<file path="config.mk">
export PLATFORM = sky130hd
export DESIGN_NAME = clock_ratio_monitor
export DESIGN_NICKNAME = d
export VERILOG_FILES = /design/src/rtl/clock_ratio_monitor.sv
export SDC_FILE = /design/constraint.sdc
export NUM_CORES = 1
export LEC_CHECK = 0
export CORE_ASPECT_RATIO = 1.4
export CORE_MARGIN = 3
export CORE_UTILIZATION = 61
export DETAILED_ROUTE_END_ITERATION = 7
export PLACE_DENSITY = 0.86
export SYNTH_ARGS = -nofsm -noshare
export SYNTH_HDL_FRONTEND = slang
export SYNTH_SLANG_ARGS = --single-unit
</file>
<file path="constraint.sdc">
create_clock -name clk_in -period 7.5 [get_ports clk_in]
set_clock_uncertainty 0.05 [all_clocks]
set_input_delay 0.75 -clock clk_in [delete_from_list [all_inputs] [get_ports clk_in]]
set_output_delay 0.75 -clock clk_in [all_outputs]
set_load 0.01 [all_outputs]
</file>
<file path="src/rtl/clock_ratio_monitor.sv">
`default_nettype none
// ============================================================================
// clock_ratio_monitor : measures sig_in half-periods in clk_in cycles and
//                       reports lock / loss against the expected FACTOR.
// Revision            : 1.0
// ============================================================================
module clock_ratio_monitor #(
  parameter logic [7:0]  FACTOR     = 8'd5,
  parameter logic [7:0]  TOLERANCE  = 8'd0,
  parameter int unsigned LOCK_COUNT = 4,
  parameter logic [7:0]  TIMEOUT    = 8'd32
) (
  input  logic       clk_in,
  input  logic       rst_n,
  input  logic       sig_in,
  output logic       locked,
  output logic       lost,
  output logic       period_valid,
  output logic [7:0] half_period,
  output logic [7:0] err_count
);

  typedef enum logic [1:0] {
    IDLE    = 2'd0,
    ACQUIRE = 2'd1,
    LOCKED  = 2'd2,
    LOST    = 2'd3
  } state_t;

  localparam logic [3:0] LOCK_TARGET = 4'(LOCK_COUNT);

  logic              s1_q, s2_q, s3_q;
  logic        [7:0] cnt_q, cnt_d;
  state_t            state_q, state_d;
  logic        [3:0] match_cnt_q, match_cnt_d;
  logic              locked_q, lost_q;
  logic              pv_q, pv_d;
  logic        [7:0] hp_q, hp_d;
  logic        [7:0] err_q, err_d;

  logic              sig_edge;
  logic signed [8:0] diff;
  logic        [8:0] abs_diff;
  logic              match;

  assign sig_edge = s2_q ^ s3_q;

  // 9-bit signed difference so cnt far from FACTOR cannot wrap into a match
  assign diff     = $signed({1'b0, cnt_q}) - $signed({1'b0, FACTOR});
  assign abs_diff = diff[8] ? $unsigned(-diff) : $unsigned(diff);
  assign match    = (abs_diff <= {1'b0, TOLERANCE});

  always_comb begin
    state_d     = state_q;
    match_cnt_d = match_cnt_q;
    pv_d        = 1'b0;
    hp_d        = hp_q;
    err_d       = err_q;
    cnt_d       = sig_edge ? 8'd1 : ((cnt_q == 8'hFF) ? cnt_q : cnt_q + 8'd1);

    case (state_q)
      IDLE: begin
        if (sig_edge) begin
          state_d     = ACQUIRE;
          match_cnt_d = '0;
        end
      end
      ACQUIRE: begin
        if (sig_edge) begin
          pv_d = 1'b1;
          hp_d = cnt_q;
          if (match) begin
            match_cnt_d = match_cnt_q + 4'd1;
            if ((match_cnt_q + 4'd1) == LOCK_TARGET) state_d = LOCKED;
          end else begin
            match_cnt_d = '0;
          end
        end else if (cnt_q == TIMEOUT) begin
          state_d     = LOST;
          match_cnt_d = '0;
        end
      end
      LOCKED: begin
        if (sig_edge) begin
          pv_d = 1'b1;
          hp_d = cnt_q;
          if (!match) begin
            state_d     = ACQUIRE;
            match_cnt_d = '0;
            if (err_q != 8'hFF) err_d = err_q + 8'd1;
          end
        end else if (cnt_q == TIMEOUT) begin
          state_d     = LOST;
          match_cnt_d = '0;
        end
      end
      LOST: begin
        if (sig_edge) begin
          state_d     = ACQUIRE;
          match_cnt_d = '0;
        end
      end
      default: begin
        state_d     = IDLE;
        match_cnt_d = '0;
      end
    endcase
  end

  always_ff @(posedge clk_in or negedge rst_n) begin
    if (!rst_n) begin
      s1_q        <= 1'b0;
      s2_q        <= 1'b0;
      s3_q        <= 1'b0;
      cnt_q       <= '0;
      state_q     <= IDLE;
      match_cnt_q <= '0;
      locked_q    <= 1'b0;
      lost_q      <= 1'b0;
      pv_q        <= 1'b0;
      hp_q        <= '0;
      err_q       <= '0;
    end else begin
      s1_q        <= sig_in;
      s2_q        <= s1_q;
      s3_q        <= s2_q;
      cnt_q       <= cnt_d;
      state_q     <= state_d;
      match_cnt_q <= match_cnt_d;
      locked_q    <= (state_d == LOCKED);
      lost_q      <= (state_d == LOST);
      pv_q        <= pv_d;
      hp_q        <= hp_d;
      err_q       <= err_d;
    end
  end

  assign locked       = locked_q;
  assign lost         = lost_q;
  assign period_valid = pv_q;
  assign half_period  = hp_q;
  assign err_count    = err_q;

endmodule
`default_nettype wire

</file>
# After elaboration in Yosys (flattened, before gate mapping)
# Cells that the tools add are included.
[word_totals]
register_bits = 36
in_bits = 3
out_inout_bits = 19
word_cells = 57
[op_classes]
addsub = 5
order_cmp = 1
n_eq_ne = 12
muxes = 20
bitwise = 2
n_reduce_logical = 6
[op_table]
columns = ["operator", "n"]
rows = [
  ["2-to-1 mux 4 bit", 6],
  ["adder 8 x 1 -> 8 bit, second input constant", 2],
  ["2-to-1 mux 8 bit", 2],
  ["2-to-1 mux 2 bit", 7],
  ["one-hot mux 4 bit (3 select lines)", 1],
  ["<= comparator 9 x 1 -> 1 bit, second input constant", 1],
  ["2-to-1 mux 9 bit", 1],
  ["negator 9 bit", 1],
  ["subtractor 8 x 3 -> 9 bit, second input constant", 1],
  ["equality test 2 bit, second input constant", 4],
  ["equality test 8 x 6 -> 1 bit, second input constant", 1],
  ["equality test 8 bit, second input constant", 1],
  ["inequality test 8 bit, second input constant", 1],
  ["one-hot mux 2 bit (3 select lines)", 1],
  ["adder 4 x 1 -> 4 bit, second input constant", 1],
  ["equality test 4 x 3 -> 1 bit, second input constant", 1],
  ["AND reduction 2 bit", 2],
  ["AND reduction 4 bit", 1],
  ["OR reduction 2 bit", 2],
  ["inequality test 3 bit, second input constant", 1],
  ["equality test 2 x 1 -> 1 bit, second input constant", 1],
  ["logical NOT 2 bit", 1],
  ["2-to-1 mux 1 bit", 2],
  ["inequality test 2 x 1 -> 1 bit, second input constant", 1],
  ["3 further kinds", 3],
]

# Longest topological paths before layout
# Gate-level depths: netlist of the first run.
[depth]
word_depth = 8
depth_mapped = 10
mapped_depth_nobuf = 9

# Worst setup path before layout of the first run
# No wires, ideal clock.
[synth_path]
path_type = "register to register"
start = "register cnt_q[0]"
end = "register lost_q, in the netlist lost"
setup_time_ps = 119
arrival_ps = 2378
required_ps = 7331
path_slack_ps = 4953
stages_incl_launch_ff = 10
path_buffers = 1
period_less_slack_ps = 2547
cell_sequence = "dfrtp_1 > bufbuf_16 > inv_1 > ha_1 > nor2b_1 > a221oi_1 > o21ai_0 > nand3_2 > a211o_1 > and2_1"
[synth_between]
elab_chain_cells = 8
word_cells_on_any_way = 12
cone_classes = "add/sub (2); order compare (1); eq/ne (2); mux (7)"
[synth_lines]
columns = ["element", "line", "rtl"]
rows = [
  ["from (decl)", "33", "logic [7:0] cnt_q, cnt_d;"],
  ["from (signal assigned)", "127", "cnt_q <= cnt_d;"],
  ["subtractor 8 x 3 -> 9 bit", "49", "assign diff = $signed({1'b0, cnt_q}) - $signed({1'b0, FACTOR});"],
  ["negator 9 bit", "50", "assign abs_diff = diff[8] ? $unsigned(-diff) : $unsigned(diff);"],
  ["2-to-1 mux 9 bit", "50", ""],
  ["<= comparator 9 x 1 -> 1 bit", "51", "assign match = (abs_diff <= {1'b0, TOLERANCE});"],
  ["2-to-1 mux 2 bit, on equally long branches", "87, 72", ""],
  ["2-to-1 mux 2 bit, on equally long branches", "84, 69", ""],
  ["one-hot mux 2 bit (3 select lines) (*)", "61", "case (state_q)"],
  ["net state_d[0]", "34", "state_t state_q, state_d;"],
  ["equality test 2 bit (*)", "131", "lost_q <= (state_d == LOST);"],
  ["to (signal assigned)", "131", ""],
  ["to (decl)", "36", "logic locked_q, lost_q;"],
]
# Mark *: on every way through the listed nets, which the timed path passes. The rest lies on a longest branch.
# A chain may end at the register's enable or synchronous reset.

# Worst setup path after layout of the first run
# Same ends and word-level chain as after synthesis.

==> results.yml, run 1 <==
synthesis:
  yosys_warnings: 0
  synth_top_cell_area_share_pct: 42.13
  netlist_area_um2: 2138
  synth_area_leaders: "dfrtp_1, ha_1, mux2_2, xnor2_1, a21oi_1"
  synth_area_leader_cell: "dfrtp_1"
  synth_flop_cell: "dfrtp_1"
  synth.avg_cell_area_um2: 10.69
  synthDistinctLibCells: 56
  seq_area_frac_synth_pct: 42.13
  ys_ff_latch: 36
  ys_async_sr_fraction_pct: 100.0
  synth.most_common_cell: "dfrtp_1"
  syn_inst: 200
  yosys-top-cells-count: "dfrtp_1, nor2_1, a21oi_1"
  synth_edf_count: 0
  synthesis.nets: 214
power:
  p_leak_nw: 1.080
  finalPower_mw: 0.4982
  vdd_drop_max_mv: 0.1456
  power.density_nw_per_um2: 207.1
timing:
  rsz0062_at_grt: "no"
  post-route-period-util_pct: 38.00
  maxSlewViolCount: 0
  period_needed_ps: 2850
  relSlewSlack_pct: 39.40
  tightestPinTransition_ps: 905.9
  hold_violations: 0
  setup_tns_ps: 0
  finalSetupViolCount: 0
  fmax_mhz: 350.9
  setup_slack_ps: 4650
worst_setup_path:
  cp_data_required_time_ps: 7630
  rr_startpoint: "cnt_q[0]"
  r2r_setup_slack_ps: 4650
  path_max_fanout: 11
  setup.worst_path.end_class: "flip-flop"
  r2r_end: "lost"
  startpoint: "cnt_q[0]"
  ff2ff_path_depth: 9
  arrival_ps: 2980
  crit_path_start_kind: "flip-flop"
  path_class: "reg2reg"
final_layout:
  diodes: 0
  regArea_um2: 900.9
  multi_input_area_um2: 1097
  nets: 234
  fin_area_um2: 2406
  syn_to_final_growth_pct: 12.52
  fillers: 232
  final_util_pct: 74.19
  drive_gt1_share_pct: 16.29
min_path:
  min_from: "s1_q"
  hold_depth: 0
  min_to: "s2_q"
  hold_class: "reg2reg"
global_routing:
  grt_pass1_wl_um: 7403
  grt_antenna_before_repair: 0
  grt_pass1_vias: 1643
  grt_max_degree: 37
  track_usage_pct: 21.59
  grt-ovfl-total: 0
detailed_routing:
  antenna_left: 0
  vias: 1619
  wl_um: 4215
  wl_per_cell_um: 16.21
  dr.pass1.iters: 4
  drcViolationCount: 0
  via_per_inst: 6.227
  drt_iter0_drc: 86
floorplan:
  die_w_um: 56.04
  die-height_um: 76.06
  die-area_um2: 4262
  placementRows: 24
  num_io_pins: 22
  start_util_pct: 65.93
  fp.coreArea_um2: 3243
clock_tree:
  postCtsHoldBufs: 0
  clk_pin_slew_ps: 80
  clock-root-buffer: "clkbuf_8"
  h-tree-depth: 2
  clock_latency_ps: 300
  cts_made_buffers: 5
  clkSinkCount: 36
  tritoncts: "built"
  clock_path_buffers: 2
  ctsResizeCount: 0
  post_cts_buffers: 0
run_status:
  status: "finished clean"
place:
  dp_hpwl_um: 3095
  gp_congestion: 0.9202
  place_area_um2: 2295
  post-place-ws_ps: 4743
  io_buffer_count: 21
flow_run:
  cap_violations: 0
==> critical path, cell delays in order, from the launching register on <==
cell and delay (ps):
dfrtp_1 550, inv_1 120, ha_1 270, nor2b_1 420, and4b_1 270, o21ai_0 80
o21ai_0 220, nand3_2 260, a211o_1 330, and2_1 150
==> routing by layer <==
metal / routed length [um] / track usage [%]
met2: 2215 / 37.59
met1: 1706 / 25.06
met3: 160 / 3.729
met4: 132 / 10.69
met5: 0 / 0
==> worst max-delay path by stage <==
stage / endpoint / slack, ps / depth (start not counted)
floorplan: lost / 4950 / 9
global placement: lost / 4880 / 8
detailed placement: lost / 4740 / 8
CTS: lost / 4690 / 8
global route: lost / 4400 / 8
finish: lost / 4650 / 9
==> metrics by stage <==
| stage | std cells | hold WS, ps |
|---|---|---|
| global route | 260 | 309.0 |
| detailed placement | 252 | 287.9 |
| CTS | 260 | 304.1 |
| global placement | 252 | 282.5 |
| finish | 260 | 299.6 |
| floorplan | 200 | 281.2 |
==> power breakdown <==
group          total (mW)  internal [mW]  switching (mW)
Clock               0.169         0.0983          0.0711
Sequential          0.220          0.206          0.0140
Combinational       0.109         0.0475          0.0611
Total               0.498          0.352           0.146
==> cell usage in the layout (no fill, tap or decap), drive strengths merged, types with 3 or more instances in the layout <==
cell	n
a211oi	3
a21oi	12
a31oi	3
and3	6
clkbuf	5
clkdlybuf4s50	21
dfrtp	36
ha	11
inv	8
mux2	10
nand2	7
nand3	8
nand4	5
nor2	13
nor3	7
nor3b	4
o21ai	11
or3	5
xnor2	9
xor2	4
==> cells by family after synthesis <==
| logic type | after synthesis | synth area share, % |
|---|---|---|
| AO/OA/AOI/OAI | 45 | 14.86 |
| multiplexers | 12 | 6.203 |
| XOR/XNOR | 13 | 5.325 |
| buffers and inverters | 17 | 6.553 |
| flip-flops | 36 | 42.13 |
| adder cells (fa/ha/maj) | 11 | 6.436 |
| AND/OR/NAND/NOR | 66 | 18.49 |
==> registers in the layout, indices dropped and copies added, names as in the netlist <==
signal        flops
state_q           2
err_count         8
lost              1
s1_q              1
locked            1
half_period       8
cnt_q             8
s3_q              1
period_valid      1
s2_q              1
match_cnt_q       4
==> cell type report <==
type	instances	share of cell area, %
clock buffer	5	2.860
clock inverter	3	1.768
inverter	8	1.248
multi-input combinational	147	45.61
sequential	36	37.44
tap	39	2.028
timing repair buffer	22	9.048
Note: power is estimated with default switching activity, not from simulation.
==> run 2, diff against run 1 <==
--- a/config.mk
+++ b/config.mk
@@ -7,9 +7,9 @@
 export LEC_CHECK = 0
 export CORE_ASPECT_RATIO = 1.4
 export CORE_MARGIN = 3
-export CORE_UTILIZATION = 61
+export CORE_UTILIZATION = 56
 export DETAILED_ROUTE_END_ITERATION = 7
-export PLACE_DENSITY = 0.86
+export PLACE_DENSITY = 0.8
 export SYNTH_ARGS = -nofsm -noshare
 export SYNTH_HDL_FRONTEND = slang
 export SYNTH_SLANG_ARGS = --single-unit
==> constraint.sdc (replaced) <==
create_clock -name clk_in -period 2.7 [get_ports clk_in]
set_clock_uncertainty 0.05 [all_clocks]
set_input_delay 0.27 -clock clk_in [delete_from_list [all_inputs] [get_ports clk_in]]
set_output_delay 0.27 -clock clk_in [all_outputs]
set_load 0.01 [all_outputs]
==> results.yml, run 2 (synthesized netlist as in run 1, its figures left out) <==
run_status:
  status: "finished clean"
clock_tree:
  tritoncts: "built"
  cts_made_buffers: 5
  clk_pin_slew_ps: 80
  post_cts_buffers: 0
  clock_latency_ps: 290
  h-tree-depth: 2
  clkSinkCount: 36
  clock-root-buffer: "clkbuf_8"
  clock_path_buffers: 2
timing:
  hold_violations: 0
  tightestPinTransition_ps: 618.9
  fmax_mhz: 394.2
  maxSlewViolCount: 0
  finalSetupViolCount: 0
  whs_ps: 295.8
  setup_tns_ps: 0
  relSlewSlack_pct: 58.40
  post-route-period-util_pct: 93.96
  rsz0062_at_grt: "no"
  period_needed_ps: 2537
power:
  finalPower_mw: 1.423
  p_leak_nw: 1.103
  vdd_drop_max_mv: 0.5140
  power.density_nw_per_um2: 581.0
final_layout:
  layout_common_cells: "dfrtp_1, clkdlybuf4s50_1, nor2_1"
  nets: 238
  final_util_pct: 69.27
  drive_gt1_share_pct: 18.22
  syn_to_final_growth_pct: 14.51
  mostFrequentLayoutCell: "dfrtp_1"
  fillers: 264
  regArea_um2: 902.1
  multi_input_area_um2: 1111
  diodes: 0
  stdcell_count: 265
floorplan:
  fp.coreArea_um2: 3535
  die-area_um2: 4606
  die-height_um: 79.12
  num_io_pins: 22
  start_util_pct: 60.50
  placementRows: 25
  die_w_um: 58.23
detailed_routing:
  wl_per_cell_um: 16.95
  drt_iter0_drc: 53
  drcViolationCount: 0
  met2_length_um: 2433
  vias: 1650
  antenna_left: 0
  wl_met1_um: 1720
  wl_um: 4492
  maxUsedRoutingLayer: "met4"
  via_per_inst: 6.226
  dr.pass1.iters: 4
  wl_met3_um: 256
worst_setup_path:
  path_max_fanout: 8
  worst-path-buf-inv: 1
  cp_slowest_cell: "dfrtp_1"
  path_class: "reg2reg"
  crit_path_cell_trace: "inv_1 > ha_1 > a21o_2 > o31ai_1 > nand4_1 > o21bai_2 > nand3_2 > a211o_1 > and2_1"
  setup.worst_path.end_class: "flip-flop"
  arrival_ps: 2670
  cp_top_family: "compound AO/OA/AOI/OAI gates"
  max_stage_delay_ps: 390
  crit_path_start_kind: "flip-flop"
  cp_data_required_time_ps: 2840
place:
  dp_hpwl_um: 3162
  dpl.cell_count: 257
  io_buffer_count: 21
  gp_congestion: 0.8532
global_routing:
  grt_max_degree: 37
  grt-ovfl-total: 0
  track_usage_pct: 21.67
  grt_pass1_vias: 1621
  grt_pass1_wl_um: 7645
  grt_antenna_before_repair: 0
min_path:
  hold_class: "reg2reg"
flow_run:
  cap_violations: 0
## run 2: cell types whose count changed in the layout (fill, tap and decap cells not counted), sizes merged
cell and delta:
buf +4, clkbuf +1, clkinvlp -1
## run 2: power breakdown
group	switching [mW]	leakage, nW	internal, mW
combinational	0.197	0.571	0.150
sequential	0.0321	0.476	0.573
clock	0.196	0.0552	0.274
## run 2: through the flow
step | instance area, um^2 | setup WS, ps
final | 2449 | 163.0
after floorplan | 2138 | 153.3
after global placement | 2326 | 191.0
after global routing | 2449 | 2.907
after CTS | 2434 | 51.26
after detailed placement | 2326 | -2.513
## run 2: area by class of cell
class / instances / share of cell area [%]
repair buffers: 26 / 10.12
multi-input cells: 147 / 45.38
inverters: 8 / 1.226
clock buffers: 6 / 2.964
flip-flops and latches: 36 / 36.84
well taps: 40 / 2.044
clock inverters: 2 / 1.431
## run 2: worst paths after layout
path / cells after the start / slack (ps) / start / endpoint
max: 9 / 160 / cnt_q[1] / lost
min: 0 / 300 / s1_q / s2_q
max reg2reg: 9 / 160 / cnt_q[1] / lost
min reg2reg: 0 / 300 / s1_q / s2_q
max in group asynchronous: 2 / 1910 / rst_n / cnt_q[2]
min in group asynchronous: 2 / 340 / rst_n / lost
## run 2: layer usage
layer	up-vias	track usage (%)
met2	69	36.76
met3	10	5.528
li1	772	-
met5	-	0
met4	0	9.513
met1	799	25.34
## run 2: what timing repair did
action,CTS,global route
resized for setup,1,3
hold buffers,0,0
endpoints found under the setup margin,1,6
==> run 3, diff against run 2 <==
--- a/config.mk
+++ b/config.mk
@@ -7,9 +7,9 @@
 export LEC_CHECK = 0
 export CORE_ASPECT_RATIO = 1.4
 export CORE_MARGIN = 3
-export CORE_UTILIZATION = 56
+export CORE_UTILIZATION = 40
 export DETAILED_ROUTE_END_ITERATION = 7
-export PLACE_DENSITY = 0.8
+export PLACE_DENSITY = 0.61
 export SYNTH_ARGS = -nofsm -noshare
 export SYNTH_HDL_FRONTEND = slang
 export SYNTH_SLANG_ARGS = --single-unit
==> results.yml, run 3 (synthesized netlist as in run 1, its figures left out) <==
timing:
  post-route-period-util_pct: 94.58
  rsz0062_at_grt: "no"
  setup_tns_ps: 0
  relSlewSlack_pct: 47.60
  whs_ps: 3.620
  tightestPinTransition_ps: 783.1
  finalSetupViolCount: 0
  maxSlewViolCount: 0
  period_needed_ps: 2554
  hold_violations: 0
  fmax_mhz: 391.6
  setup_slack_ps: 146.3
flow_run:
  cap_violations: 0
clock_tree:
  clock-root-buffer: "clkbuf_8"
  clkSinkCount: 36
  tritoncts: "built"
  clock_path_buffers: 2
  postCtsHoldBufs: 0
  clk_pin_slew_ps: 80
  clock_latency_ps: 290
  cts_made_buffers: 5
  h-tree-depth: 2
place:
  gp_congestion: 0.7854
  dp_hpwl_um: 2902
  io_buffer_count: 21
  post-place-ws_ps: 184.8
worst_setup_path:
  max_stage_delay_ps: 530
  crit_path_start_kind: "flip-flop"
  cp_data_required_time_ps: 2820
  cp_slowest_cell: "dfrtp_1"
  worst-path-buf-inv: 0
  path_max_fanout: 12
  path_class: "reg2reg"
  arrival_ps: 2680
  setup.worst_path.end_class: "flip-flop"
  crit_path_cell_trace: "or3_4 > or3_1 > a211oi_2 > o21bai_2 > a31oi_4 > mux2_2"
  cp_top_family: "simple AND/OR/NAND/NOR gates"
detailed_routing:
  antenna_left: 0
  drt_iter0_drc: 62
  via_per_inst: 5.459
  dr.pass1.iters: 4
  wl_per_cell_um: 14.36
  vias: 1594
  wl_um: 4192
  drcViolationCount: 0
power:
  p_leak_nw: 1.112
  power.density_nw_per_um2: 563.8
  vdd_drop_max_mv: 0.4510
final_layout:
  layout_common_cells: "dfrtp_1, clkdlybuf4s50_1, nor2_1"
  syn_to_final_growth_pct: 16.62
  fillers: 470
  final_util_pct: 49.95
  multi_input_area_um2: 1110
  drive_gt1_share_pct: 20.18
  diodes: 0
  regArea_um2: 900.9
  nets: 241
  mostFrequentLayoutCell: "dfrtp_1"
floorplan:
  die-area_um2: 6272
  die-height_um: 92.51
  die_w_um: 67.80
  fp.coreArea_um2: 4992
  start_util_pct: 42.83
  num_io_pins: 22
  placementRows: 30
global_routing:
  grt_antenna_before_repair: 0
  grt_pass1_wl_um: 7141
  grt-ovfl-total: 0
  track_usage_pct: 14.53
  grt_pass1_vias: 1593
  grt_max_degree: 37
min_path:
  hold_class: "in2async"
run_status:
  status: "finished clean"
==> run 3: metrics by stage <==
step / std cells / area (um^2) / total power, mW
floorplan: 200 / 2138 / 0.8511
global placement: 284 / 2374 / 0.9479
detailed placement: 284 / 2374 / 0.9481
CTS: 292 / 2481 / 1.423
global route: 292 / 2494 / 1.490
finish: 292 / 2494 / 1.406
==> run 3: repair_timing <==
action,CTS,global route
setup buffers,0,0
endpoints found under the setup margin,0,2
hold endpoints to repair,0,0
gates resized for setup,0,3
==> run 3: layout make-up <==
type / instances / share of cell area (%)
clock buffer: 6 / 2.910
clock inverter: 2 / 1.405
inverter: 8 / 1.204
multi-input combinational: 147 / 44.51
sequential: 36 / 36.13
tap: 64 / 3.211
timing repair buffer: 29 / 10.64
==> run 3: routing by layer <==
layer	GRT usage [%]	vias up	wire (um)
met4	4.809	0	51
met5	0	-	0
li1	-	777	-
met2	24.45	29	2187
met1	17.80	781	1820
met3	3.519	7	132
==> run 3: worst paths after layout <==
check,startpoint,endpoint,slack (ps),depth (start not counted)
setup / recovery,cnt_q[4],err_count[1],150,6
hold / removal,rst_n,lost,4,1
setup reg to reg,cnt_q[4],err_count[1],150,6
hold reg to reg,s1_q,s2_q,320,0
max in group asynchronous,rst_n,cnt_q[2],2090,1
min in group clk_in,s1_q,s2_q,320,0
==> run 3: where the power goes <==
| part | total [mW] | internal, mW | switching (mW) |
|---|---|---|---|
| Clock | 0.465 | 0.274 | 0.191 |
| Sequential | 0.598 | 0.573 | 0.0250 |
| Combinational | 0.343 | 0.157 | 0.187 |
| Total | 1.41 | 1.00 | 0.402 |
==> run 3: worst reg2reg max path, cell delays in order (launching register included) <==
cell and delay [ps]:
dfrtp_1 530, or3_4 470, or3_1 370, a211oi_2 250, o21bai_2 120, a31oi_4 290, mux2_2 370
